$ cat config.mk
export PLATFORM = sky130hd
export DESIGN_NAME = ro_sampler_packer
export DESIGN_NICKNAME = d
export VERILOG_FILES = /design/src/rtl/ro_sampler_packer_pkg.sv /design/src/rtl/ro_sampler_packer_vn_debias.sv /design/src/rtl/ro_sampler_packer.sv
export SDC_FILE = /design/constraint.sdc
export NUM_CORES = 1
export LEC_CHECK = 0
export BUFFER_PORTS_ARGS = -buffer_cell sky130_fd_sc_hd__buf_2
export CAP_MARGIN = 20
export CORE_UTILIZATION = 60
export DETAILED_ROUTE_END_ITERATION = 10
export PLACE_DENSITY = 0.81
export SYNTH_ARGS = -nofsm -noshare
export SYNTH_HDL_FRONTEND = slang
export SYNTH_SLANG_ARGS = --single-unit
$ cat constraint.sdc
create_clock -name clk -period 4.41 [get_ports clk]
set_clock_uncertainty 0.05 [all_clocks]
set_input_delay 0.2205 -clock clk [delete_from_list [all_inputs] [get_ports clk]]
set_output_delay 0.2205 -clock clk [all_outputs]
set_load 0.01 [all_outputs]
$ cat src/rtl/ro_sampler_packer_pkg.sv
// Shared TRNG parameter defaults and the von Neumann pair-state type.
// Used by ro_sampler_packer and vn_debias.
package ro_sampler_packer_pkg;

    localparam int WORD_W_DEF      = 32;
    localparam int SYNC_STAGES_DEF = 2;
    localparam int SAMPLE_DIV_DEF  = 4;
    localparam int RCT_CUTOFF_DEF  = 32;

    typedef enum logic {
        EMPTY = 1'b0,
        HELD  = 1'b1
    } vn_state_t;

endpackage

$ cat src/rtl/ro_sampler_packer_vn_debias.sv
// Von Neumann corrector: pairs successive strobed samples, emits the first bit of
// each unequal pair and discards equal pairs. clr returns the pair state to EMPTY.
module vn_debias
    import ro_sampler_packer_pkg::*;
(
    input  logic clk,
    input  logic rst_n,
    input  logic clr,
    input  logic stb,
    input  logic in_bit,
    output logic out_stb,
    output logic out_bit
);

    vn_state_t state_q, state_nxt;
    logic      first_q;

    always_ff @(posedge clk or negedge rst_n) begin
        // NOTE: state registers use non-blocking assignments so every flop samples pre-edge values.
        if (!rst_n) begin
            state_q <= EMPTY;
            first_q <= 1'b0;
        end else begin
            state_q <= state_nxt;
            if (stb && !clr && state_q == EMPTY) first_q <= in_bit;
        end
    end

    always_comb begin
        // NOTE: every output gets a default first so no path through the block infers a latch.
        state_nxt = state_q;
        out_stb   = 1'b0;
        out_bit   = first_q;
        if (clr) begin
            state_nxt = EMPTY;
        end else if (stb) begin
            case (state_q)
                EMPTY: state_nxt = HELD;
                HELD: begin
                    state_nxt = EMPTY;
                    out_stb   = (first_q != in_bit);
                end
                default: state_nxt = EMPTY;
            endcase
        end
    end

endmodule

$ cat src/rtl/ro_sampler_packer.sv
// Ring-oscillator bit sampler: synchronizer, sample divider, von Neumann corrector
// and word packer with a valid/ready output. Optional health test: TRNG_HEALTH_EN.
module ro_sampler_packer
    import ro_sampler_packer_pkg::*;
#(
    parameter int WORD_W      = WORD_W_DEF,
    parameter int SYNC_STAGES = SYNC_STAGES_DEF,
    parameter int SAMPLE_DIV  = SAMPLE_DIV_DEF,
    parameter int RCT_CUTOFF  = RCT_CUTOFF_DEF
) (
    input  logic              clk,
    input  logic              rst_n,
    input  logic              en,
    input  logic              raw_bit,
    output logic [WORD_W-1:0] out_data,
    output logic              out_valid,
    input  logic              out_ready,
    output logic              overrun,
    output logic              health_fail
);

    localparam int CNT_W = $clog2(WORD_W + 1);
    localparam int DIV_W = (SAMPLE_DIV > 1) ? $clog2(SAMPLE_DIV) : 1;

    if (WORD_W < 2 || WORD_W > 64 || SYNC_STAGES < 2 || SAMPLE_DIV < 1 || RCT_CUTOFF < 1) begin : g_bad_param
        $error("ro_sampler_packer: parameter out of range");
    end

    logic [SYNC_STAGES-1:0] sync_q;
    logic                   sync_bit;
    logic [DIV_W-1:0]       div_q;
    logic                   sample_stb;
    logic                   vn_stb, vn_bit;

    always_ff @(posedge clk or negedge rst_n) begin
        if (!rst_n) sync_q <= '0;
        else        sync_q <= {sync_q[SYNC_STAGES-2:0], raw_bit};
    end
    assign sync_bit = sync_q[SYNC_STAGES-1];

    assign sample_stb = en && (div_q == DIV_W'(SAMPLE_DIV - 1));

    always_ff @(posedge clk or negedge rst_n) begin
        if (!rst_n)                 div_q <= '0;
        else if (!en || sample_stb) div_q <= '0;
        else                        div_q <= div_q + DIV_W'(1);
    end

    vn_debias u_vn_debias (
        .clk    (clk),
        .rst_n  (rst_n),
        .clr    (!en),
        .stb    (sample_stb),
        .in_bit (sync_bit),
        .out_stb(vn_stb),
        .out_bit(vn_bit)
    );

`ifdef TRNG_HEALTH_EN
    localparam int RUN_W = $clog2(RCT_CUTOFF + 1);

    logic [RUN_W-1:0] run_q, run_nxt;
    logic             prev_q, health_q;

    // A zero run length marks "no previous sample yet", so the first sample starts a run of 1.
    always_comb begin
        run_nxt = run_q;
        if (run_q == '0 || sync_bit != prev_q) run_nxt = RUN_W'(1);
        else if (run_q != RUN_W'(RCT_CUTOFF))  run_nxt = run_q + RUN_W'(1);
    end

    always_ff @(posedge clk or negedge rst_n) begin
        if (!rst_n) begin
            run_q    <= '0;
            prev_q   <= 1'b0;
            health_q <= 1'b0;
        end else if (sample_stb) begin
            run_q  <= run_nxt;
            prev_q <= sync_bit;
            if (run_nxt == RUN_W'(RCT_CUTOFF)) health_q <= 1'b1;
        end
    end
    assign health_fail = health_q;
`else
    assign health_fail = 1'b0;
`endif

    logic [WORD_W-1:0] shift_q;
    logic [CNT_W-1:0]  cnt_q;
    logic              bit_in, out_free, word_full, load_full, load_fast;

    assign bit_in    = vn_stb && !health_fail;
    assign out_free  = !out_valid || out_ready;
    assign word_full = (cnt_q == CNT_W'(WORD_W));
    assign load_full = word_full && out_free && !health_fail;
    // The last bit of a word bypasses the shift register so the word appears one cycle after its strobe.
    assign load_fast = (cnt_q == CNT_W'(WORD_W - 1)) && bit_in && out_free;

    always_ff @(posedge clk or negedge rst_n) begin
        if (!rst_n) begin
            shift_q   <= '0;
            cnt_q     <= '0;
            out_data  <= '0;
            out_valid <= 1'b0;
            overrun   <= 1'b0;
        end else begin
            if (out_valid && out_ready) out_valid <= 1'b0;
            if (!en) begin
                cnt_q <= '0;
            end else if (load_full) begin
                out_data  <= shift_q;
                out_valid <= 1'b1;
                if (bit_in) begin
                    shift_q <= {{(WORD_W-1){1'b0}}, vn_bit};
                    cnt_q   <= CNT_W'(1);
                end else begin
                    cnt_q <= '0;
                end
            end else if (load_fast) begin
                out_data  <= {shift_q[WORD_W-2:0], vn_bit};
                out_valid <= 1'b1;
                cnt_q     <= '0;
            end else if (bit_in) begin
                if (word_full) begin
                    overrun <= 1'b1;
                end else begin
                    shift_q <= {shift_q[WORD_W-2:0], vn_bit};
                    cnt_q   <= cnt_q + CNT_W'(1);
                end
            end
        end
    end

endmodule

==> results.cfg <==
[clock_tree]
clk_latency_ps = 340
cts-root-buf = clkbuf_8
cts-resized-gates = 0
clkSlewWorstSetupHoldPaths_ps = 80
cts_tree = done
cts_buffers = 9
clock_path_buffers = 2
htreeDepth = 3
clock_sinks = 78

[finish]
drive_gt1_share_pct = 43.1
num_antenna_cells = 0
area_growth_pct = 12.6
final_cell_mix = dfrtp_1, mux2_4, buf_2, a22o_1, mux2_2
final_common_cell = dfrtp_1
nFillCells = 420
final_util_pct = 69.8
layout.nets = 300

[logic_synthesis]
yosys_warnings = 0
async_flop_share_pct = 100
yosysTopAreaCell = dfrtp_1
avgSynthCellArea_um2 = 14.4
syn_area_um2 = 3650
synth.distinct_cells = 38
synthFlopType = dfrtp_1
synth_fp_nets = 261
ys_ff_latch = 78
synth_top_area_share_pct = 53.5
synth_edf_count = 0
synthTopCellsByArea = dfrtp_1, mux2_4, a22o_1
syn_inst = 253
ys_seq_area_share_pct = 53.5

[placement]
numPortBuffers = 38
dp_hpwl_um = 3870
gp_congestion = 0.769

[timing]
drv_slew = 0
fin_setup_tns_ps = 0
rsz0062_at_grt = false
setup_violations = 0
min_period_ps = 3040
fmax_mhz = 329
hold_viol = 0
period_share_pct = 69.0
tightest_slew_ps = 1010
maxSlewHeadroom_pct = 32.5

[floorplan]
rows = 28
die_y_um = 80.0
start_util_pct = 62.0
io-pin-count = 40
core_area_um2 = 5890
die_area_um2 = 6400
fp.dieW_um = 80.0

[drt]
vias = 2183
drt-pass1-iter-count = 4
drc = 0
wire_per_inst_um = 16.3
antenna_left = 0
dr.first_iter.drc_count = 188
post_drt_via_cell_ratio = 5.87
drt-total-wl_um = 6050

[status]
status = finished clean

[worst_setup_path]
worstPathMaxFanout = 20
cp-start-kind = flip-flop
slowest_stage = a21oi_4
end_kind = flip-flop
cp_data_arrival_time_ps = 3220
required_ps = 4590
worstSetupPathType = flip-flop to flip-flop
critPathBufInv = 2
reg2reg_slack_ps = 1370
crit_chain = inv_1, ha_1, or3b_4, or2_2, a21oi_4, buf_4, mux2_2
cpPeakStageDelay_ps = 730
cp_top_family = simple AND/OR/NAND/NOR gates

[pwr]
power.density_nw_per_um2 = 332
peakVddDrop_mv = 0.254
p_leak_nw = 2.18

[job]
cap_violations = 0

[global_routing]
grt_pass1_vias = 2006
grt-ovfl-total = 0
grt_antenna_before_repair = 0
grt_pass1_wl_um = 9840
grt_usage_pct = 20.7
grt_start_max_net_pins = 79

[min_path]
hold_path_class = primary input to flip-flop
==> layout make-up <==
| type | count | area, µm² | share of cell area (%) |
|---|---|---|---|
| clock buffers | 10 | 138 | 3.35 |
| clock inverters | 6 | 83.8 | 2.04 |
| inverters | 5 | 18.8 | 0.457 |
| multi-input cells | 155 | 1590 | 38.6 |
| flip-flops and latches | 78 | 1950 | 47.5 |
| well taps | 75 | 93.8 | 2.28 |
| repair buffers | 43 | 235 | 5.73 |
==> registers in the layout, indices dropped and copies added, names as in the netlist <==
| name | flops |
|---|---|
| cnt_q | 6 |
| div_q | 2 |
| out_data | 32 |
| out_valid | 1 |
| overrun | 1 |
| shift_q | 32 |
| sync_q | 2 |
| u_vn_debias.out_bit | 1 |
| u_vn_debias.state_q | 1 |
==> power breakdown <==
part           internal (mW)  leakage [nW]  switching, mW
clock                  0.333         0.116          0.254
combinational         0.0183         0.992         0.0265
sequential             0.722          1.08        0.00837
total                   1.07          2.18          0.289
==> kinds of logic (layout without fill, tap and decap cells) <==
kind of cell | after synthesis | after routing | share of synthesized area, %
XOR/XNOR | 4 | 4 | 0.960
AO/OA/AOI/OAI | 45 | 45 | 10.3
adder cells (fa/ha/maj) | 3 | 3 | 1.03
other | 1 | 1 | 0.103
flip-flops | 78 | 78 | 53.5
buffers and inverters | 20 | 64 | 3.33
AND/OR/NAND/NOR | 35 | 35 | 5.18
multiplexers | 67 | 67 | 25.6
==> worst reg2reg max path, stage by stage, from the launching register on <==
cell and delay (ps):
dfrtp_1 420, inv_1 90, ha_1 150, or3b_4 380
or2_2 370, a21oi_4 740, buf_4 370, mux2_2 360
==> synthesized netlist by cell type (2+ instances only) <==
cell,instances
a21oi_1,2
a22o_1,32
and3_1,2
buf_2,4
buf_4,3
buf_6,4
clkbuf_1,4
dfrtp_1,78
ha_1,3
inv_1,5
mux2_2,18
mux2_4,48
nand2_1,8
nand2b_1,2
nand3_1,5
nor2_1,5
nor2b_1,2
nor3_1,2
nor3b_1,3
o211ai_1,3
xnor2_1,3
==> through the flow <==
step	hold WS, ps	instances	power [mW]	cell area [µm²]	worst slack [ps]
after floorplan	-125	253	0.767	3650	2090
final	116	372	1.36	4110	1370
after global routing	138	372	1.42	4110	1250
after detailed placement	280	354	0.789	3870	1360
after CTS	105	372	1.38	4110	1360
after global placement	279	354	0.787	3870	1450
==> routing by layer <==
metal	vias up	GRT usage [%]	share of wire [%]
met5	-	0	0
met4	0	8.04	1.4
met3	7	5.83	4.2
met2	52	29.8	47
met1	1115	29.5	48
li1	1009	-	-
==> timing repair <==
action | in CTS | in global routing
hold endpoints to repair | 2 | 0
setup buffers | 0 | 0
hold buffers | 2 | 0
==> final timing paths <==
path | to | start | depth (start not counted)
min reg2reg | sync_q[1] | sync_q[0] | 0
max reg2reg | out_data[14] | cnt_q[0] | 7
min | cnt_q[3] | en | 3
max | out_data[14] | cnt_q[0] | 7
min in group asynchronous | out_data[4] | rst_n | 2
max in group asynchronous | sync_q[0] | rst_n | 2
Note: power is estimated with default switching activity, not from simulation.
